**src/rtl/cfg_bitstream_loader.sv**
```systemverilog
// Serial configuration front-end: hunts for the sync word, collects payload and checksum bytes,
// and commits the payload to the fabric's bitfile bus only when the frame checksum is good.
module cfg_bitstream_loader #(
   parameter logic [7:0]  SYNC_WORD   = 8'hA5,
   parameter logic [7:0]  DEFAULT_CFG = 8'h00,
   parameter int unsigned TIMEOUT     = 64
) (
   input  logic       clk,
   input  logic       reset,
   input  logic       cfg_bit_valid,
   input  logic       cfg_bit,
   output logic [7:0] bitfile,
   output logic       cfg_loaded,
   output logic       cfg_error,
   output logic       cfg_busy,
   output logic       cfg_valid
);

   localparam logic [1:0] ST_HUNT     = 2'd0;
   localparam logic [1:0] ST_PAYLOAD  = 2'd1;
   localparam logic [1:0] ST_CHECKSUM = 2'd2;

   localparam logic [7:0] TIMEOUT_CNT = 8'(TIMEOUT);

   logic [1:0] state_q, state_d;
   logic [7:0] win_q, win_d;
   logic [3:0] hcnt_q, hcnt_d;
   logic [2:0] idx_q, idx_d;
   logic [7:0] payload_q, payload_d;
   logic [7:0] chk_q, chk_d;
   logic [7:0] idle_q, idle_d;
   logic [7:0] bitfile_q, bitfile_d;
   logic       loaded_q, loaded_d;
   logic       error_q, error_d;
   logic       busy_q, busy_d;
   logic       valid_q, valid_d;
   logic [7:0] sum;
   logic       abort;

   always_comb begin
      state_d   = state_q;
      win_d     = win_q;
      hcnt_d    = hcnt_q;
      idx_d     = idx_q;
      payload_d = payload_q;
      chk_d     = chk_q;
      idle_d    = idle_q;
      bitfile_d = bitfile_q;
      valid_d   = valid_q;
      loaded_d  = 1'b0;
      error_d   = 1'b0;
      abort     = 1'b0;
      sum       = 8'h00;

      unique case (state_q)
         ST_HUNT: begin
            idle_d = 8'h00;
            if (cfg_bit_valid) begin
               win_d = {win_q[6:0], cfg_bit};
               if (hcnt_q != 4'd8) hcnt_d = hcnt_q + 4'd1;
               if (hcnt_d >= 4'd8 && win_d == SYNC_WORD) begin
                  state_d = ST_PAYLOAD;
                  idx_d   = 3'd0;
               end
            end
         end
         ST_PAYLOAD, ST_CHECKSUM: begin
            if (cfg_bit_valid) begin
               idle_d = 8'h00;
               idx_d  = idx_q + 3'd1;
               if (state_q == ST_PAYLOAD) begin
                  payload_d = {payload_q[6:0], cfg_bit};
                  if (idx_q == 3'd7) state_d = ST_CHECKSUM;
               end else begin
                  chk_d = {chk_q[6:0], cfg_bit};
                  if (idx_q == 3'd7) begin
                     // Final checksum bit is folded in combinationally at its sampling edge.
                     sum = SYNC_WORD + payload_q + chk_d;
                     if (sum == 8'h00) begin
                        bitfile_d = payload_q;
                        loaded_d  = 1'b1;
                        valid_d   = 1'b1;
                     end else begin
                        error_d = 1'b1;
                     end
                     abort = 1'b1;
                  end
               end
            end else begin
               idle_d = idle_q + 8'd1;
               if (idle_d == TIMEOUT_CNT) begin
                  error_d = 1'b1;
                  abort   = 1'b1;
               end
            end
         end
         default: abort = 1'b1;
      endcase

      if (abort) begin
         state_d   = ST_HUNT;
         win_d     = 8'h00;
         hcnt_d    = 4'd0;
         idx_d     = 3'd0;
         payload_d = 8'h00;
         chk_d     = 8'h00;
         idle_d    = 8'h00;
      end

      busy_d = (state_d != ST_HUNT);
   end

   always_ff @(posedge clk or negedge reset) begin
      if (!reset) begin
         state_q   <= ST_HUNT;
         win_q     <= 8'h00;
         hcnt_q    <= 4'd0;
         idx_q     <= 3'd0;
         payload_q <= 8'h00;
         chk_q     <= 8'h00;
         idle_q    <= 8'h00;
         bitfile_q <= DEFAULT_CFG;
         loaded_q  <= 1'b0;
         error_q   <= 1'b0;
         busy_q    <= 1'b0;
         valid_q   <= 1'b0;
      end else begin
         state_q   <= state_d;
         win_q     <= win_d;
         hcnt_q    <= hcnt_d;
         idx_q     <= idx_d;
         payload_q <= payload_d;
         chk_q     <= chk_d;
         idle_q    <= idle_d;
         bitfile_q <= bitfile_d;
         loaded_q  <= loaded_d;
         error_q   <= error_d;
         busy_q    <= busy_d;
         valid_q   <= valid_d;
      end
   end

   assign bitfile    = bitfile_q;
   assign cfg_loaded = loaded_q;
   assign cfg_error  = error_q;
   assign cfg_busy   = busy_q;
   assign cfg_valid  = valid_q;

endmodule

```
**config.mk**
```make
export PLATFORM = sky130hd
export DESIGN_NAME = cfg_bitstream_loader
export DESIGN_NICKNAME = d
export VERILOG_FILES = /design/src/rtl/cfg_bitstream_loader.sv
export SDC_FILE = /design/constraint.sdc
export NUM_CORES = 1
export LEC_CHECK = 0
export ABC_CLOCK_PERIOD_IN_PS = 3600
export CELL_PAD_IN_SITES_DETAIL_PLACEMENT = 1
export CELL_PAD_IN_SITES_GLOBAL_PLACEMENT = 2
export CORE_UTILIZATION = 25
export CTS_BUF_LIST = sky130_fd_sc_hd__clkbuf_2
export DETAILED_ROUTE_END_ITERATION = 10
export PLACE_DENSITY = 0.58
export SLEW_MARGIN = 20
export SYNTH_ARGS = -nofsm -noshare
export SYNTH_HDL_FRONTEND = slang
export SYNTH_SLANG_ARGS = --single-unit
export TNS_END_PERCENT = 100
```
**constraint.sdc**
```tcl
create_clock -name clk -period 3.6 [get_ports clk]
set_clock_uncertainty 0.05 [all_clocks]
set_input_delay 1.08 -clock clk [delete_from_list [all_inputs] [get_ports clk]]
set_output_delay 1.08 -clock clk [all_outputs]
set_load 0.03 [all_outputs]
```
==> results.md, run 1 <==
* Number of antenna cells inserted at 0
* Post-CTS Hold Buffers at 0
* H-tree depth at 2
* Final hold viol count at 0
* Placer's final routability congestion estimate at 0.6976
* DRC Markers at 0
* DR pass1 iterations at 4
* Core Box Area at 0.01094 mm2
* Clk sink count at 51
* Worst-Skew Late Latency at 0.47 ns
* CTS Buf Count at 5
* Layout cells sized above 1 at 0.1267
* Setup violators final at 0
* Cells along the critical path: clkdlybuf4s50_1 -> inv_1 -> ha_1 -> inv_1 -> ha_1 -> inv_1 -> fa_1 -> nand2_1 -> nor2_1 -> o21ai_0 -> nor4_2 -> nand3_2 -> mux2_2
* PortBufs at 15
* Most common cell on crit path: inv_1
* Final Util at 0.2954
* Dpl hpwl at 4.802 mm
* Area grow syn2layout at 14.55%
* Largest net degree at the start of global routing at 26
* Post-CTS Setup Bufs at 0
* Place WS at -0.2799 ns
* IO Pins at 16
* Max Fclk at 300.2 MHz
* Register area at 0.001276 mm2
* WL/cell at 15.02 um
* Mean Syn Cell Area at 10.33 um2
* Multi-input gate area at 0.001423 mm2
* Post-CTS Resized at 0
* Worst hold path class: flop to flop
* Unrepaired setup endpoints after global routing: false
* Placed Area at 0.003192 mm2
* Via density per instance at 4.620
* Initial antenna violation count at 0
* Syn nets at 300
* Rel. slew slack at 0.5657
* Final TNS setup at 0 ns
* Final instance area at 0.003231 mm2
* GRT Residual Overflow at 0
* PwrDens at 474.5 mW/mm2
* Starting density of the core at 0.2579
* Worst EP required at 3.94 ns
* Final nets at 327
* First-pass GRT wire length at 11.56 mm
* Fillers at 1254
* Status: completed
* Final WS setup at 0.2690 ns
* Part of the Yosys area used for sequential elements at 0.4525
* Synthesis warning total at 0
* FF+latch count, synth at 51
* Most numerous cell in the Yosys netlist: dfrtp_1
* Leading post-synthesis cells by cell area: dfrtp_1 (45%), ha_1 (9.8%), nand2_1 (5.1%)
* Crit path max-delay family: adder cells
* Final antenna-violating net count at 0
* Synth async-reset ratio at 1.000
* CTS tree: built
* DR vias at 2033
* Worst path slowest cell: clkdlybuf4s50_1
* Die width at 108.2 um
* Slew @ Worst Pin at 0.6515 ns
* Root buffer cell: clkbuf_2
* Largest stage delay on the critical path at 0.51 ns
* Site Rows at 38
* Top post-synthesis cells by count: dfrtp_1 (51), nand2_1 (38), inv_1 (24)
* Max Slew Vio Count at 0
* Post-synth EDFFs at 0
* Clock transition at path regs at 0.29 ns
* Vias in the first global route at 2193
* DIE HEIGHT at 108.2 um
* Clock Path Buffers at 2
* Crit share post-route at 0.9253
* Buf+Inv Stages, Crit Path at 4
* Leakage at 0.001456 uW
* Largest fanout on the critical path at 9
* Synthesized area at 0.002820 mm2
* DIE AREA at 0.01171 mm2
* WS Path Type: input pin to flop
* Startpoint types: input pin
* Max-Cap Viols at 0
* Minimum clock period at 3.331 ns
* Max rail drop VDD at 0.1990 mV
* Crit path DAT at 3.67 ns
* Worst setup EP type: flop
* Top-area cell type share of the netlist area at 0.4525
* Library cells used by synthesis at 47
* Synth Instances at 273
* PnR Total Power at 1533 uW
* Predominant post-synthesis flop cell: dfrtp_1
* Total GRT Usage at 0.1306
* Area leader, netlist: dfrtp_1
* DRT iter0 DRCs at 46
* Final wirelength at 6.609 mm
==> sequential cells by signal, indices dropped and copies added, names as in the netlist, 2 cells and up <==
name / flops
chk_q: 7
state_q: 2
bitfile: 8
idx_q: 3
payload_q: 8
idle_q: 8
hcnt_q: 4
win_q: 7
==> report_power, final <==
| group | internal, uW | switching, uW |
|---|---|---|
| Clock | 44.6 | 201 |
| Combinational | 216 | 316 |
| Sequential | 667 | 89.2 |
| Total | 927 | 606 |
==> final cells by class <==
| cell class | count | area share |
|---|---|---|
| Clock inverter | 2 | 0.004260 |
| Clock buffer | 5 | 0.007746 |
| Tap cell | 140 | 0.05422 |
| Inverter | 24 | 0.02789 |
| Multi-Input combinational cell | 192 | 0.4404 |
| Timing Repair Buffer | 26 | 0.07049 |
| Sequential cell | 51 | 0.3950 |
==> kinds of logic (layout without fill, tap and decap cells) <==
kind of cell	count (synthesis)	count (layout)	share of synthesized area
AO/OA/AOI/OAI	56	56	0.1682
XOR/XNOR	13	13	0.04037
adder cells (fa/ha/maj)	23	23	0.1047
buffers and inverters	30	57	0.04303
flip-flops	51	51	0.4525
multiplexers	8	8	0.03194
AND/OR/NAND/NOR	92	92	0.1593
==> placed cells by master (no fill, tap or decap), drive strengths merged, types with 2 or more instances in the layout <==
master / n
a21oi: 16
dfrtp: 51
o22ai: 3
buf: 12
nor4: 4
ha: 22
xnor2: 9
clkbuf: 5
inv: 24
xor2: 4
nor3: 3
nand2b: 5
and2: 3
clkdlybuf4s50: 14
a31oi: 3
nand3: 10
o21ai: 4
mux2: 8
a22o: 13
nor2: 18
a21o: 2
a22oi: 3
nor2b: 5
clkinv: 2
and3: 2
nand2: 38
==> per-layer routing <==
layer  track usage  share of wire
met1        0.1730           0.49
met3       0.02773          0.026
met5             0              0
met4       0.04110          0.013
met2        0.2116           0.47
==> per-stage QoR <==
stage,hold WS [ns],instances
floorplan,0.4205,273
detailed placement,0.4170,433
finish,0.4645,440
global placement,0.3990,433
global route,0.4938,440
CTS,0.4751,440
==> final timing paths <==
check	start	end	slack (ns)	cells after the start
max in group asynchronous	reset	win_q[2]	2.29	2
hold reg to reg	cfg_valid	cfg_valid	0.46	1
hold / removal	cfg_valid	cfg_valid	0.46	1
setup reg to reg	chk_q[1]	bitfile[7]	0.84	10
min in group asynchronous	reset	chk_q[1]	0.53	1
setup / recovery	cfg_bit	bitfile[7]	0.27	13
(Power assumes the default switching activity.)
==> run 2, diff against run 1 <==
Settings changed: ABC_CLOCK_PERIOD_IN_PS 3600 to 3800.
Clock period 3.6 ns to 3.8 ns, I/O delays scaled along.
==> results.md, run 2 (synthesis results as in run 1) <==
* DRC Markers at 0
* Crit share post-route at 0.8864
* IO Pins at 16
* Clock Path Buffers at 2
* Max Fclk at 296.9 MHz
* R2r startpoint: payload_q[1]
* Crit path DAT at 3.72 ns
* Largest net degree at the start of global routing at 37
* Final nets at 324
* Worst Setup SP: cfg_bit
* Max rail drop VDD at 0.1779 mV
* Final antenna-violating net count at 0
* Post-CTS Hold Buffers at 0
* DRT iter0 DRCs at 61
* Clk sink count at 51
* CTS Buf Count at 5
* Unrepaired setup endpoints after global routing: false
* Worst hold path class: flop to flop
* Worst-Skew Late Latency at 0.46 ns
* Leading cell type in the layout, fill and taps excluded: dfrtp_1
* Initial antenna violation count at 0
* Reg2reg end: bitfile[0]
* H-tree depth at 2
* Wl on met1 at 3.232 mm
* CTS tree: built
* Crit path to: bitfile[0]
* Worst setup EP type: flop
* PortBufs at 15
* Final wirelength at 6.457 mm
* Layout cells sized above 1 at 0.1174
* Final instance area at 0.003212 mm2
* Die width at 108.2 um
* Starting density of the core at 0.2579
* WS Path Type: input pin to flop
* Via density per instance at 4.655
* Largest fanout on the critical path at 9
* WL met3 at 151 um
* WL/cell at 14.74 um
* Worst EP required at 4.15 ns
* First-pass GRT wire length at 11.44 mm
* Commonest cells after routing, fill and taps aside: dfrtp_1 (51), nand2_1 (38), inv_1 (24)
* Max-Cap Viols at 0
* Total GRT Usage at 0.1267
* Setup violators final at 0
* Max Slew Vio Count at 0
* Number of antenna cells inserted at 0
* FF-to-FF path depth at 10
* DR vias at 2039
* PwrDens at 451.3 mW/mm2
* Final hold viol count at 0
* DR pass1 iterations at 4
* Slew @ Worst Pin at 0.8483 ns
* Post-CTS Setup Bufs at 0
* Dpl hpwl at 4.725 mm
* DIE AREA at 0.01171 mm2
* Vias in the first global route at 2224
* Site Rows at 38
* Core Box Area at 0.01094 mm2
* Final Util at 0.2937
* Leakage at 0.001442 uW
* Clock transition at path regs at 0.28 ns
* Rel. slew slack at 0.4345
* Status: completed
* Root buffer cell: clkbuf_2
* WL met2 at 3.017 mm
* Post-CTS Resized at 0
* Top sig layer: met4
* Minimum clock period at 3.368 ns
* GRT Residual Overflow at 0
* DIE HEIGHT at 108.2 um
* Startpoint types: input pin
* Area grow syn2layout at 13.89%
* Placer's final routability congestion estimate at 0.6753
* FF-to-FF setup slack at 1.07 ns
* Placed Area at 0.003169 mm2
## run 2: cell count changes in the layout (fill, tap and decap cells not counted), sizes merged
cell    before  now
buf         12    9
clkbuf       5    6
## run 2: layout make-up
| cell class | count | area (um2) |
|---|---|---|
| inverter | 24 | 90.09 |
| sequential | 51 | 1276 |
| clock buffer | 6 | 30.03 |
| fill | 1280 | 7724 |
| tap | 140 | 175.2 |
| clock inverter | 2 | 12.51 |
| multi-input combinational | 192 | 1423 |
| timing repair buffer | 23 | 205.2 |
## run 2: worst max-delay path: stages
cell and delay (ns):
clkdlybuf4s50_1 0.50, inv_1 0.06, ha_1 0.18, inv_1 0.05, ha_1 0.16, inv_1 0.05, fa_1 0.47, nand2_1 0.05
nor2_1 0.09, o21ai_0 0.11, nor4_2 0.23, nand3_2 0.27, mux2_2 0.35
## run 2: where the power goes
| part | total (uW) | switching [uW] | internal (uW) |
|---|---|---|---|
| Clock | 235 | 188 | 47.6 |
| Combinational | 498 | 301 | 198 |
| Sequential | 716 | 84.0 | 632 |
| Total | 1450 | 573 | 877 |
## run 2: per-layer routing
metal | vias to the layer above | track usage
met5 | - | 0
met4 | 0 | 0.03229
met3 | 7 | 0.02592
met2 | 21 | 0.2052
met1 | 1011 | 0.1712
li1 | 1000 | -
## run 2: through the flow
stage                     hold slack, ns  setup TNS (ns)  power [uW]  setup WS (ns)  instances
after floorplan                   0.4205               0        1084         0.6554        273
after global placement            0.4016         -0.4825        1235       -0.06087        430
after detailed placement          0.4096          -1.052        1240        -0.1334        430
after CTS                         0.4673               0        1483         0.4218        438
after global routing              0.4957               0        1583         0.2928        438
final                             0.4586               0        1450         0.4317        438
## run 2: worst min-delay path by stage
stage | startpoint | endpoint | slack (ns) | cells after the start
after CTS | cfg_valid | cfg_valid | 0.47 | 1
after global routing | idx_q[0] | idx_q[0] | 0.50 | 1
final | cfg_valid | cfg_valid | 0.46 | 1
after floorplan | idx_q[0] | idx_q[0] | 0.42 | 1
after detailed placement | cfg_valid | cfg_valid | 0.41 | 1
after global placement | cfg_valid | cfg_valid | 0.40 | 1
==> edit: new RTL, settings of run 2 <==
The output `cfg_loaded` loses its register stage (`loaded_q` becomes a continuous assignment).
--- a/src/rtl/cfg_bitstream_loader.sv
+++ b/src/rtl/cfg_bitstream_loader.sv
@@ -120,7 +120,6 @@
          chk_q     <= 8'h00;
          idle_q    <= 8'h00;
          bitfile_q <= DEFAULT_CFG;
-         loaded_q  <= 1'b0;
          error_q   <= 1'b0;
          busy_q    <= 1'b0;
          valid_q   <= 1'b0;
@@ -133,12 +132,13 @@
          chk_q     <= chk_d;
          idle_q    <= idle_d;
          bitfile_q <= bitfile_d;
-         loaded_q  <= loaded_d;
          error_q   <= error_d;
          busy_q    <= busy_d;
          valid_q   <= valid_d;
       end
    end
+
+   assign loaded_q = loaded_d;
 
    assign bitfile    = bitfile_q;
    assign cfg_loaded = loaded_q;
Check against the original RTL: no difference found for any inputs over 10 cycles, from zero or initial values and one cycle with reset low; that may be too few to reach the edited logic, so the function may still have changed.
==> edit against run 2 <==
  * Wire length grew 14%
  * The run now ends with setup timing left
  * Hold slack lost 0.050 ns
  * Largest cell class unchanged
  * Sequential cell count shrank 1
  * Core utilization grew 2.2 points
  * Cell area grew 8.8%
  * Critical path depth is the same
  * Worst setup slack lost 0.94 ns
  * Area after synthesis grew 2.8%
Power is not compared: it rests on default switching activity, and its combinational part moved more than twofold at a synthesized area within 25%.
==> edit: results (changes against run 2) <==
Setup path
  – Worst Reg-to-Reg Cells: 11 (+1)
  – Worst EP arrival: 3.11 ns (-0.61 ns)
  – CP max FO: 2 (-7)

Run status
  – Status: finished, violations left
  – Failing checks: setup timing

Drt
  – # DRC: 0 (unchanged)
  – Total wire length: 7388 µm (+14%)
  – Detailed Route Iter0 Violations: 114 (+87%)
  – Vias per cell: 4.783 (+2.7%)

Cells and area
  – Fill cells: 1297 (+1.3%)
  – N_diodes: 0 (unchanged)
  – Share of cells above drive strength 1: 17.31% (+5.6 points)
  – Fin nets: 361 (+11%)

STA
  – Final setup margin: -0.5034 ns (-0.9352 ns)
  – Max-Slew Margin vs Limit: 58.67% (+15 points)
  – TNS Setup: -0.5034 ns (-0.5034 ns)
  – Setup violators final: 1 (+1)

Logic synthesis
  – Synth unique cells: 48 (+2.1%)
  – Most area-consuming cells after synthesis: dfrtp_1 43%, ha_1 9.5%, nand2_1 4.1%, a22oi_1 3.9%, o21ai_0 3.6%
  – Mapped Nets: 328 (+9.3%)
  – Predominant post-synthesis flop cell: dfrtp_1
  – Syn. warnings: 0 (unchanged)
  – Register area share after synthesis: 43.18% (-2.1 points)
  – Leading cell types by count after synthesis: 50 x dfrtp_1, 32 x nand2_1, 26 x inv_1, 22 x ha_1, 21 x o21ai_0

Placement
  – Dpl ws: -1.031 ns (-0.8973 ns)
  – Routability cong.: 0.7041 (+4.3%)
  – HPWL Detailed: 5366 µm (+14%)

Global route
  – Met1 Use GR: 17.62% (+0.50 points)
  – M2 GR Usage: 22.87% (+2.3 points)
  – Vias in the first global route: 2457 (+10%)
  – First-pass GRT wire length: 12410 µm (+8.5%)
  – Largest net degree at the start of global routing: 28 (-24%)
  – Grt met3 use: 2.490% (-0.10 points)
  – Total track usage: 13.45% (+0.79 points)

Clock tree
  – Reg clk slew, reported paths: 0.31 ns (+0.03 ns)
  – Clk_lat worst skew: 0.49 ns (+0.03 ns)

Hold path
  – Worst Hold Class: input pin to async pin
edit: changes by cell type after synthesis, sizes merged, moves of 3 or more:
cell	run 2	this run
a22o	13	1
o21a	1	4
nand4	1	4
o21ai	4	22
clkbuf	4	9
nor4	4	1
nand2	38	32
xor2	4	7
a22oi	3	15
nor2	18	15
nor3b	0	3
a31oi	3	0
xnor2	9	6
edit: layout make-up:
| class | instances | share of cell area [%] |
|---|---|---|
| timing repair buffer | 37 | 9.560 |
| inverter | 26 | 3.151 |
| clock buffer | 5 | 0.7161 |
| clock inverter | 3 | 1.361 |
| sequential | 50 | 35.84 |
| tap | 140 | 5.013 |
| multi-input combinational | 214 | 44.36 |
edit: kinds of logic after synthesis:
group	after synthesis	synth area share (%)
multiplexers	10	3.843
XOR/XNOR	14	4.706
adder cells (fa/ha/maj)	23	10.19
buffers and inverters	37	4.835
flip-flops	50	43.18
AO/OA/AOI/OAI	73	16.36
AND/OR/NAND/NOR	94	16.88
edit: per-stage QoR:
step                hold WS [ns]  cells  area, µm²  power (µW)
floorplan                 0.4370    301       2947       732.4
detailed placement        0.4148    464       3377       800.1
CTS                       0.3758    475       3481        1129
global placement          0.4048    464       3377       796.7
global route              0.3671    475       3495        1174
finish                    0.4084    475       3495        1106
edit: timing repair:
action | 4_1_cts | 5_1_grt
setup endpoints to repair | 1 | 1
cloned | 0 | 0
gates resized for setup | 7 | 4
setup buffers | 3 | 1
hold buffers | 0 | 0
pin swaps | 5 | 4
edit: report_power, final:
group	switching, µW	internal (µW)	total, µW
clock	202	115	317
sequential	47.9	572	620
combinational	94.2	73.9	168
edit: critical path: stages:
cell	delay (ns)
buf_12	0.11
inv_12	0.04
ha_4	0.11
inv_2	0.03
ha_4	0.15
inv_2	0.05
fa_2	0.20
nor2b_1	0.05
o21a_1	0.20
or4_4	0.54
a21oi_4	0.16
and3b_2	0.21
buf_6	0.13
edit: worst paths after layout:
path	from	slack, ns	endpoint
setup / recovery	cfg_bit	-0.50	cfg_loaded
hold / removal	reset	0.41	chk_q[0]
setup reg to reg	payload_q[1]	0.75	bitfile[6]
hold reg to reg	win_q[0]	0.46	win_q[1]
max in group asynchronous	reset	2.58	hcnt_q[3]
min in group clk	win_q[0]	0.46	win_q[1]
edit: routing by layer:
metal	vias to the layer above	part of all wire, %
li1	1120	-
met1	1126	48
met2	21	49
met3	5	2.4
met4	0	0.61
met5	-	0
